===== src/rtl/requant_pipe.sv =====
// Pipelined per-channel requantiser: gain multiply, shift, round/truncate, saturate, pack.
// Optional build macro REQUANT_ROUND_EN selects round-half-to-even instead of floor truncation.
module requant_pipe #(
    parameter int IN_W       = 18,
    parameter int OUT_W      = 8,
    parameter int GAIN_W     = 11,
    parameter int N_CHAN     = 2048,
    parameter int BASE_SHIFT = 10,
    parameter int GAIN_LAT   = 1,
    parameter int ADDR_W     = $clog2(N_CHAN)
) (
    input  logic                clk,
    input  logic                rst,
    input  logic                ce,
    input  logic                arm,
    input  logic                sync_in,
    input  logic [2*IN_W-1:0]   requant_in,
    input  logic [3:0]          shift,
    output logic [ADDR_W-1:0]   addr,
    input  logic [GAIN_W-1:0]   gain,
    output logic [2*OUT_W-1:0]  requant_out,
    output logic                sync_out,
    output logic                overflow,
    output logic [15:0]         ovf_count
);

    localparam int PW = IN_W + GAIN_W + 1;
    localparam int SW = $clog2(PW + 1);
    localparam logic [ADDR_W-1:0] LAST_CHAN = ADDR_W'(N_CHAN - 1);
    localparam logic signed [PW-1:0] MAXV = PW'((1 << (OUT_W - 1)) - 1);
    localparam logic signed [PW-1:0] MINV = ~MAXV;

    generate
        if (BASE_SHIFT + 15 >= PW || BASE_SHIFT < 1 || GAIN_LAT < 1) begin : g_bad_cfg
            $error("requant_pipe: illegal BASE_SHIFT/GAIN_LAT for the product width");
        end
    endgenerate

    typedef enum logic [1:0] {
        WAIT_ARM  = 2'd0,
        WAIT_SYNC = 2'd1,
        RUNNING   = 2'd2
    } state_t;

    state_t              state, state_next;
    logic                sync_accept, enter_wait;
    logic [ADDR_W-1:0]   chan_count;
    logic [3:0]          shift_q;

    logic [2*IN_W-1:0]   a_data [GAIN_LAT];
    logic [GAIN_LAT-1:0] a_valid, a_first;
    logic [2*IN_W-1:0]   a_tail;
    logic signed [PW-1:0] re_ext, im_ext, gain_ext;

    logic                m_valid, m_first;
    logic signed [PW-1:0] m_re, m_im;
    logic [SW-1:0]       s_total;
    logic [OUT_W:0]      re_res, im_res;

    // Shift, round and clamp one product; result is {saturated, value}.
    function automatic logic [OUT_W:0] quant(input logic signed [PW-1:0] p,
                                             input logic [SW-1:0] s);
        logic signed [PW-1:0] q;
`ifdef REQUANT_ROUND_EN
        logic [PW-1:0] mask, rem, half;
`endif
        q = p >>> s;
`ifdef REQUANT_ROUND_EN
        mask = (PW'(1) << s) - PW'(1);
        rem  = p & mask;
        half = PW'(1) << (s - SW'(1));
        if (rem > half || (rem == half && q[0]))
            q = q + $signed(PW'(1));
`endif
        if (q > MAXV)
            return {1'b1, MAXV[OUT_W-1:0]};
        else if (q < MINV)
            return {1'b1, MINV[OUT_W-1:0]};
        else
            return {1'b0, q[OUT_W-1:0]};
    endfunction

    always_ff @(posedge clk) begin
        if (rst)
            state <= WAIT_ARM;
        else if (ce)
            state <= state_next;
    end

    // Sync beats arm while waiting for sync; arm restarts alignment from RUNNING.
    always_comb begin
        state_next  = state;
        sync_accept = 1'b0;
        enter_wait  = 1'b0;
        case (state)
            WAIT_ARM: if (arm) begin
                state_next = WAIT_SYNC;
                enter_wait = 1'b1;
            end
            WAIT_SYNC: if (sync_in) begin
                state_next  = RUNNING;
                sync_accept = 1'b1;
            end
            RUNNING: if (arm) begin
                state_next = WAIT_SYNC;
                enter_wait = 1'b1;
            end
            default: state_next = WAIT_ARM;
        endcase
    end

    always_ff @(posedge clk) begin
        if (rst) begin
            chan_count <= '0;
            shift_q    <= '0;
        end else if (ce) begin
            if (sync_accept) begin
                chan_count <= '0;
                shift_q    <= shift;
            end else if (state == RUNNING) begin
                chan_count <= (chan_count == LAST_CHAN) ? '0 : chan_count + 1'b1;
            end
        end
    end

    assign addr = chan_count;

    // Delay line that lines each sample up with its gain RAM read data.
    always_ff @(posedge clk) begin
        if (rst) begin
            a_valid <= '0;
            a_first <= '0;
        end else if (ce) begin
            a_valid[0] <= (state == RUNNING);
            a_first[0] <= (chan_count == '0);
            a_data[0]  <= requant_in;
            for (int i = 1; i < GAIN_LAT; i++) begin
                a_valid[i] <= a_valid[i-1];
                a_first[i] <= a_first[i-1];
                a_data[i]  <= a_data[i-1];
            end
        end
    end

    always_comb begin
        a_tail   = a_data[GAIN_LAT-1];
        re_ext   = PW'($signed(a_tail[2*IN_W-1:IN_W]));
        im_ext   = PW'($signed(a_tail[IN_W-1:0]));
        gain_ext = PW'({1'b0, gain});
    end

    always_ff @(posedge clk) begin
        if (rst) begin
            m_valid <= 1'b0;
            m_first <= 1'b0;
        end else if (ce) begin
            m_valid <= a_valid[GAIN_LAT-1];
            m_first <= a_first[GAIN_LAT-1];
            m_re    <= re_ext * gain_ext;
            m_im    <= im_ext * gain_ext;
        end
    end

    always_comb begin
        s_total = SW'(BASE_SHIFT) + SW'(shift_q);
        re_res  = quant(m_re, s_total);
        im_res  = quant(m_im, s_total);
    end

    // Outputs hold between valid samples; flags only live for one valid sample.
    always_ff @(posedge clk) begin
        if (rst) begin
            requant_out <= '0;
            sync_out    <= 1'b0;
            overflow    <= 1'b0;
            ovf_count   <= '0;
        end else if (ce) begin
            if (m_valid) begin
                requant_out <= {re_res[OUT_W-1:0], im_res[OUT_W-1:0]};
                sync_out    <= m_first;
                overflow    <= re_res[OUT_W] | im_res[OUT_W];
            end else begin
                sync_out <= 1'b0;
                overflow <= 1'b0;
            end
            if (enter_wait)
                ovf_count <= '0;
            else if (m_valid && (re_res[OUT_W] || im_res[OUT_W]) && ovf_count != 16'hFFFF)
                ovf_count <= ovf_count + 16'd1;
        end
    end

endmodule


===== config.mk =====
export PLATFORM = sky130hd
export DESIGN_NAME = requant_pipe
export DESIGN_NICKNAME = d
export VERILOG_FILES = /design/src/rtl/requant_pipe.sv
export SDC_FILE = /design/constraint.sdc
export NUM_CORES = 1
export LEC_CHECK = 0
export CORE_ASPECT_RATIO = 0.7
export CORE_UTILIZATION = 25
export DETAILED_ROUTE_END_ITERATION = 10
export GPL_TIMING_DRIVEN = 1
export PLACE_DENSITY = 0.44
export SLEW_MARGIN = 20
export SYNTH_ARGS = -nofsm -noshare
export SYNTH_HDL_FRONTEND = slang
export SYNTH_SLANG_ARGS = --single-unit

===== constraint.sdc =====
create_clock -name clk -period 12.1 [get_ports clk]
set_input_delay 1.21 -clock clk [delete_from_list [all_inputs] [get_ports clk]]
set_output_delay 1.21 -clock clk [all_outputs]
set_load 0.1 [all_outputs]

==> Word-level counts from Yosys, hierarchy flattened <==
Memories as Yosys holds them, arrays and structs flattened.
Index checks and enable logic that the tools add are counted.
{ "op_classes": {"addsub": 3, "multipliers": 2, "magnitude_cmp": 4, "n_eq_ne": 6, "shift": 2, "muxes": 21, "bitwise": 2, "reduce_logical": 14} }
{ "op_table": {"columns": ["cell", "n"], "rows": [
  ["30-bit by 8-bit > comparator with 1-bit output, second input constant", 2],
  ["30-bit by 8-bit < comparator with 1-bit output, second input constant", 2],
  ["18-bit by 12-bit multiplier with 30-bit output", 2],
  ["30-bit by 5-bit >>> shifter with 30-bit output", 2],
  ["9-bit two-way mux", 4],
  ["11-bit two-way mux", 3],
  ["16-bit two-way mux", 2],
  ["16-bit by 1-bit adder with 16-bit output, second input constant", 1],
  ["16-bit inequality test, second input constant", 1],
  ["11-bit by 1-bit adder with 11-bit output, second input constant", 1],
  ["11-bit == test, second input constant", 1],
  ["11-bit zero test", 1],
  ["2-bit AND reduction", 5],
  ["1-bit two-way mux", 9],
  ["4-bit by 4-bit adder with 5-bit output, first input constant", 1],
  ["2-bit two-way mux", 2],
  ["2-bit one-hot mux with 2 select lines", 1],
  ["2-bit nonzero test", 2],
  ["3-bit AND reduction", 1],
  ["2-bit by 1-bit == test with 1-bit output, second input constant", 1],
  ["2-bit == test, second input constant", 1],
  ["1-bit logical AND", 2],
  ["2-bit zero test", 1],
  ["2-bit by 1-bit inequality test with 1-bit output, second input constant", 1],
  ["other kinds (5)", 5]
]} }
{ "word_totals": {"regBits": 115, "ram_bits": 36, "input_bits": 56, "output_inout_bits": 45, "elab_cells": 68, "memories": 1} }
{ "memory_table": {"columns": ["name", "words", "word_bits", "rd", "rd_ports_with_merged_regs", "write_ports", "line", "source"], "rows": [
  ["a_data", 1, 36, 1, 0, 1, "50", "logic [2*IN_W-1:0] a_data [GAIN_LAT];"]
]} }

==> Depth between registers and ports, before layout <==
Gate-level depths: netlist of run 1.
{ "logic_depth": {"depth_word": 10, "mapped_depth": 24, "mapped_depth_nobuf": 22} }

==> Worst setup path after synthesis of run 1 <==
No wires, ideal clock.
{ "synth_path": {"path_type": "input -> register", "startpoint": "input gain[3]", "endpoint": "register m_re[29] (data pin)", "setup_ns": 0.266, "t_arrival_ns": 6.654, "required_ns": 11.834, "path_slack_ns": 5.180, "stages": 20, "path_buffers": 2, "path_cell_list": "clkbuf_1 > clkbuf_1 > nand2_1 > fa_1 > inv_1 > fa_1 > fa_1 > fa_1 > inv_1 > fa_1 > inv_1 > ha_1 > a211oi_1 > nand2_1 > or4b_2 > a21oi_1 > nor2_1 > a221oi_1 > mux2i_1 > nand4_1"} }
{ "synth_between": {"elab_chain_len": 1} }
{ "synth_rtl": {"columns": ["element", "line", "source"], "rows": [
  ["start, declared", "20", "input logic [GAIN_W-1:0] gain,"],
  ["18-bit by 12-bit multiplier with 30-bit output", "159", "m_re <= re_ext * gain_ext;"],
  ["end signal, assigned", "159", null],
  ["end, declared", "56", "logic signed [PW-1:0] m_re, m_im;"]
]} }
Every way passes these cells.
A chain may end at the register's enable or synchronous reset.

==> Final worst setup path of run 1 <==
Same ends and word-level chain as after synthesis.

==> results of run 1 <==
## per-layer routing
metal | up-vias | routed length (um) | global-route usage, %
li1 | 8332 | - | -
met1 | 9010 | 32730 | 20.35
met2 | 322 | 29170 | 21.94
met3 | 54 | 2544 | 2.238
met4 | 0 | 873 | 3.212
met5 | - | 0 | 0
## cell families (layout without fill, tap and decap cells)
family | count (synthesis) | in the layout | synth area share [%]
AND/OR/NAND/NOR | 775 | 775 | 14.90
buffers and inverters | 637 | 649 | 10.46
adder cells (fa/ha/maj) | 494 | 494 | 36.71
AO/OA/AOI/OAI | 302 | 302 | 8.541
multiplexers | 154 | 154 | 10.40
flip-flops | 151 | 151 | 16.49
XOR/XNOR | 67 | 67 | 2.491
## worst paths after layout
check / startpoint / end / slack [ps] / depth (start not counted)
worst max-delay path: gain[3] / m_re[29] / 4720 / 20
worst min-delay path: requant_out[1] / requant_out[1] / 450 / 2
worst max register to register: a_data[0][3] / m_im[28] / 5650 / 20
worst min register to register: requant_out[1] / requant_out[1] / 450 / 2
## flip-flops by register name, indices dropped and copies added, names as in the netlist
register,count
state,2
m_first,1
a_valid,1
sync_out,1
m_im,30
ovf_count,16
addr,11
shift_q,4
a_first,1
overflow,1
m_valid,1
requant_out,16
a_data,36
m_re,30
## cell usage in the layout (no fill, tap or decap), types with 5 or more instances in the layout
cell type	instances
mux2i_1	63
nand4_1	15
a21boi_0	5
fa_1	358
buf_4	23
nor2b_1	13
a21oi_1	84
o2111ai_1	5
nand2b_1	19
a21o_1	21
o211ai_1	16
o21bai_1	11
nand3_1	24
mux4_2	69
a211oi_1	26
and2_1	121
inv_1	493
o21ai_0	43
o21a_1	13
or3_1	5
edfxtp_1	96
mux4_1	5
xnor2_1	49
and3_1	11
nor3b_1	5
xor2_1	16
nand2_1	397
o41ai_1	8
o31ai_1	6
a22oi_1	6
nor2_1	105
ha_1	135
mux2_2	14
clkdlybuf4s50_1	100
clkbuf_16	17
dfxtp_1	53
nor4_1	11
nor3_1	27
## worst min-delay path, stage by stage (launching register included)
cell and delay, ps:
dfxtp_1 310, nand2_1 50, a21oi_1 50
## report_power, final
group | switching [mW] | leakage, nW | internal [mW]
sequential | 0.200 | 1.35 | 0.931
clock | 0.274 | 0.290 | 0.328
combinational | 2.93 | 9.98 | 2.36
total | 3.40 | 11.6 | 3.62
## area by class of cell
| cell class | count | area, um2 | area share, % |
|---|---|---|---|
| multi-input cells | 1792 | 17690 | 65.79 |
| clock inverters | 15 | 190.2 | 0.7074 |
| well taps | 1248 | 1562 | 5.808 |
| inverters | 494 | 1854 | 6.898 |
| repair buffers | 123 | 1174 | 4.366 |
| clock buffers | 17 | 425.4 | 1.582 |
| flip-flops and latches | 151 | 3991 | 14.85 |
==> flow_metrics.tcl, run 1 <==
set metrics [dict create \
    status "finished clean" \
    layout_min_cycle_time_ps 7383 \
    die_h_um 262.1 \
    critical-path-slowest-cell "fa_1" \
    finalPower_mw 7.018 \
    wirelength_mm 65.32 \
    detail_route.wl_per_cell_um 17.01 \
    final_nets 3129 \
    worst_pin_slew_ps 1035 \
    ys_async_sr_fraction_pct 0 \
    antenna_found_initial 0 \
    syn-num-nets 3130 \
    slowest_delay_ps 640 \
    required_ps 12340 \
    fin_area_um2 26880 \
    synthTopCellsByCount "493 x inv_1, 397 x nand2_1, 358 x fa_1" \
    numCtsBuffers 17 \
    max_freq_ghz 0.1355 \
    yosys-top-cells-area "fa_1 30%, edfxtp_1 12%, inv_1 7.7%" \
    synthFlopType "edfxtp_1" \
    crit_chain "clkdlybuf4s50_1 -> buf_4 -> nand2_1 -> fa_1 -> inv_1 -> fa_1 -> fa_1 -> fa_1 -> inv_1 -> fa_1 -> inv_1 -> ha_1 -> a211oi_1 -> nand2_1 -> or4b_2 -> a21oi_1 -> nor2_1 -> a221oi_1 -> mux2i_1 -> nand4_1" \
    initial_core_util_pct 25.48 \
    placed_cells 3808 \
    synthCells 2580 \
    synth.top_cell.area_share_pct 29.67 \
    diodes 0 \
    layout.cells.non_filler 3840 \
    ant_nets 0 \
    path_buf_inv 5 \
    die_w_um 373.5 \
    ios 101 \
    grt_use_total_pct 14.07 \
    grt_max_degree 67 \
    synth.distinct_cells 98 \
    drv_cap 0 \
    synth_seq_area_share_pct 16.49 \
    finalWeightedCongestion 0.8482 \
    hold_buffers 0 \
    peakVddDrop_mv 0.1857 \
    drc 0 \
    synth_edf_count 96 \
    slew_headroom_pct 30.80 \
    ctsResizeCount 0 \
    hold_ws_ps 453.5 \
    ys_ff_latch 151 \
    clock-sinks 151 \
    hold_violations 0 \
    rsz0062_at_grt "no" \
    drt_iter0_markers 971 \
    drive_above_1_share_pct 6.559 \
    syn_avg_cell_area_um2 9.363 \
    dpl.hpwl_mm 49.80 \
    critPathMaxFanout 36 \
    grt.overflow.total 0 \
    start_kind "input port" \
    end_kind "flip-flop" \
    placedInstanceArea_um2 26270 \
    cp_top_family "adder cells" \
    path_clk_slew_ps 70 \
    fin_worst_skew_ps 20.99 \
    die_area_um2 97890 \
    critPathMostFrequentCell "fa_1" \
    coreArea_um2 94800 \
    final_util_pct 28.36 \
    p_leak_nw 11.62 \
    tns_ps 0 \
    cts_buffer_depth 2 \
    ctsRootBufferMaster "clkbuf_16" \
    rows 94 \
    viasPerCell 4.614 \
    dr.pass1.iters 5 \
    slew_viol_final 0 \
    hp-class "flip-flop to flip-flop" \
    finalCritPeriodShare_pct 61.01 \
    cts_tree "yes" \
    worstSetupPathType "input port to flip-flop" \
    finalSetupViolations 0 \
    yosys.area.top_type "fa_1" \
    cp_data_arrival_time_ps 7620 \
    post-place-ws_ps 4193 \
    ys_warn_count 0 \
    io_buffers 100 \
    worst_slack_ps 4717 \
    fillCellCount 10117 \
    synthesis.area_um2 24160 \
    cts_setup_buffers 0 \
    htreeDepth 4 \
    synthToLayoutAreaGrowth_pct 11.29 \
    powerDensity_nw_per_um2 261.1 \
    yosysMostFrequentCell "inv_1" \
    clk_latency_ps 510 \
    vias 17718 \
    grt_first_pass_wirelength_mm 108.5 \
    grt_pass1_vias 18906 \
]
Power figures use the tool's default switching activity.
==> run 2, diff against run 1 <==
Settings changed: PLACE_DENSITY 0.44 to 0.45.
Clock period 12.1 ns to 6.55 ns, I/O delays scaled along.
==> run 2 against run 1 <==
  * Critical path depth is 1 higher
  * First-iteration DRC count is 3.3% higher
  * Die area stayed put
  * Sequential power is 83% higher
  * Final cell count is 3.2% higher
  * Global-route usage is 0.23 points higher
  * Non-clock buffer count is 121 higher
  * Combinational power is 110% higher
==> flow_metrics.tcl, run 2 (synthesis results as in run 1) <==
set metrics [dict create \
    status "finished clean" \
    max_freq_ghz 0.1612 \
    htreeDepth 4 \
    die_w_um 373.5 \
    largest_registers "a_data (36), m_im (30), m_re (30)" \
    start_kind "input port" \
    drc 0 \
    clk_latency_ps 520 \
    ant_nets 0 \
    cts_tree "yes" \
    placedInstanceArea_um2 27370 \
    die_area_um2 97890 \
    numCtsBuffers 17 \
    required_ps 6820 \
    initial_core_util_pct 25.48 \
    finalSetupViolations 0 \
    finalWeightedCongestion 0.8359 \
    fillCellCount 10078 \
    finalCritPeriodShare_pct 94.72 \
    drt_iter0_markers 1003 \
    cts_setup_buffers 0 \
    coreArea_um2 94800 \
    viasPerCell 4.543 \
    peakVddDrop_mv 0.4241 \
    p_seq_share_pct 14.5 \
    dpl.hpwl_mm 52.84 \
    layout_min_cycle_time_ps 6204 \
    pwr-share-comb_pct 77.3 \
    p_switching_mw 6.585 \
    synthToLayoutAreaGrowth_pct 16.03 \
    switching_share_pct 46.23 \
    grt.overflow.total 0 \
    p_int_mw 7.659 \
    layout_common_cells "493 x inv_1, 397 x nand2_1, 358 x fa_1" \
    largest_register "a_data" \
    worstSetupPathType "input port to flip-flop" \
    hold_ws_ps 452.7 \
    path_clk_slew_ps 80 \
    mostFrequentLayoutCell "inv_1" \
    finalPower_mw 14.24 \
    hold_violations 0 \
    io_buffers 100 \
    reg2reg_slack_ps 480 \
    vias 17999 \
    critPathMaxFanout 21 \
    hold_buffers 0 \
    largest_register_ffs 36 \
    clkPwrFrac_pct 8.2 \
    cp_data_arrival_time_ps 6470 \
    drive_above_1_share_pct 10.84 \
    final_nets 3250 \
    drv_cap 0 \
    cts_buffer_depth 2 \
    hp-class "flip-flop to flip-flop" \
    fin_area_um2 28030 \
    end_kind "flip-flop" \
    wirelength_mm 66.17 \
    post-place-ws_ps -190.7 \
    detail_route.wl_per_cell_um 16.70 \
    clock-sinks 151 \
    worst_pin_slew_ps 1029 \
    fin_worst_skew_ps 22.01 \
    powerDensity_nw_per_um2 508.2 \
    ios 101 \
    grt_first_pass_wirelength_mm 110.1 \
    rows 94 \
    p_leak_nw 12.31 \
    ctsRootBufferMaster "clkbuf_16" \
    rsz0062_at_grt "no" \
    slew_headroom_pct 31.16 \
    slew_viol_final 0 \
    grt_pass1_vias 19297 \
    dr.pass1.iters 5 \
    worst_slack_ps 345.6 \
    antenna_found_initial 5 \
    grt_max_degree 59 \
    die_h_um 262.1 \
    grt_use_total_pct 14.30 \
]
==> run 2: cell count changes in the layout (fill, tap and decap cells not counted), moves of 2 or more <==
cell      previous run  this run
buf_12               0        16
buf_4               23       128
clkinv_4             3         1
inv_6                3         5
o41ai_1              8         6
o41ai_2              0         2
==> run 2: per-stage QoR <==
| step | setup TNS (ps) | utilization [%] | cells |
|---|---|---|---|
| 6_report | 0 | 29.57 | 3962 |
| 5_1_grt | 0 | 29.56 | 3961 |
| 4_1_cts | 0 | 29.55 | 3961 |
| 3_5_place_dp | -555.1 | 28.87 | 3929 |
| 3_3_place_gp | -484.2 | 28.87 | 3929 |
| 2_1_floorplan | 0 | - | 2580 |
==> run 2: layout make-up <==
class	count	area [um2]	area share, %
multi-input combinational	1792	17700	63.16
sequential	151	3991	14.24
timing repair buffer	244	2277	8.125
inverter	494	1854	6.616
tap	1248	1562	5.571
clock buffer	17	425.4	1.518
clock inverter	15	212.7	0.7589
antenna	1	2.502	0.008929
==> run 2: critical path, cell delays in order <==
cell	delay [ps]
clkdlybuf4s50_1	510
buf_12	200
buf_4	180
nand2_1	70
fa_1	500
fa_1	520
inv_1	50
fa_1	470
fa_1	530
fa_1	510
ha_1	320
a21o_1	180
a211oi_1	290
buf_4	180
nand2_1	50
o21ai_0	290
o21ai_0	170
a31oi_1	250
o21ai_0	180
o41ai_2	250
xnor2_1	110
==> run 2: layer usage <==
| metal | share of wire (%) | GRT usage (%) |
|---|---|---|
| met5 | 0.020 | 0 |
| met3 | 4.1 | 2.271 |
| met1 | 51 | 20.87 |
| met2 | 44 | 22.12 |
| met4 | 1.2 | 3.155 |
==> run 2: power groups by stage <==
stage	Sequential (mW)	Combinational, mW	Clock [mW]
3_3_place_gp	2.09	11.2	0
3_5_place_dp	2.09	11.1	0
4_1_cts	2.07	11.2	1.21
5_1_grt	2.12	12.7	1.24
6_report	2.07	11.0	1.17
2_1_floorplan	1.89	7.67	0
==> run 2: final timing paths <==
kind                   from              to  cells after the start
max                 gain[4]        m_im[28]                     21
min          requant_out[1]  requant_out[1]                      2
max reg2reg    a_data[0][5]        m_im[28]                     21
min reg2reg  requant_out[1]  requant_out[1]                      2
==> run 2: what timing repair did <==
item | CTS | global route
gates resized for setup | 0 | 2
setup endpoints to repair | 0 | 2
endpoints found under the hold margin | 0 | 0
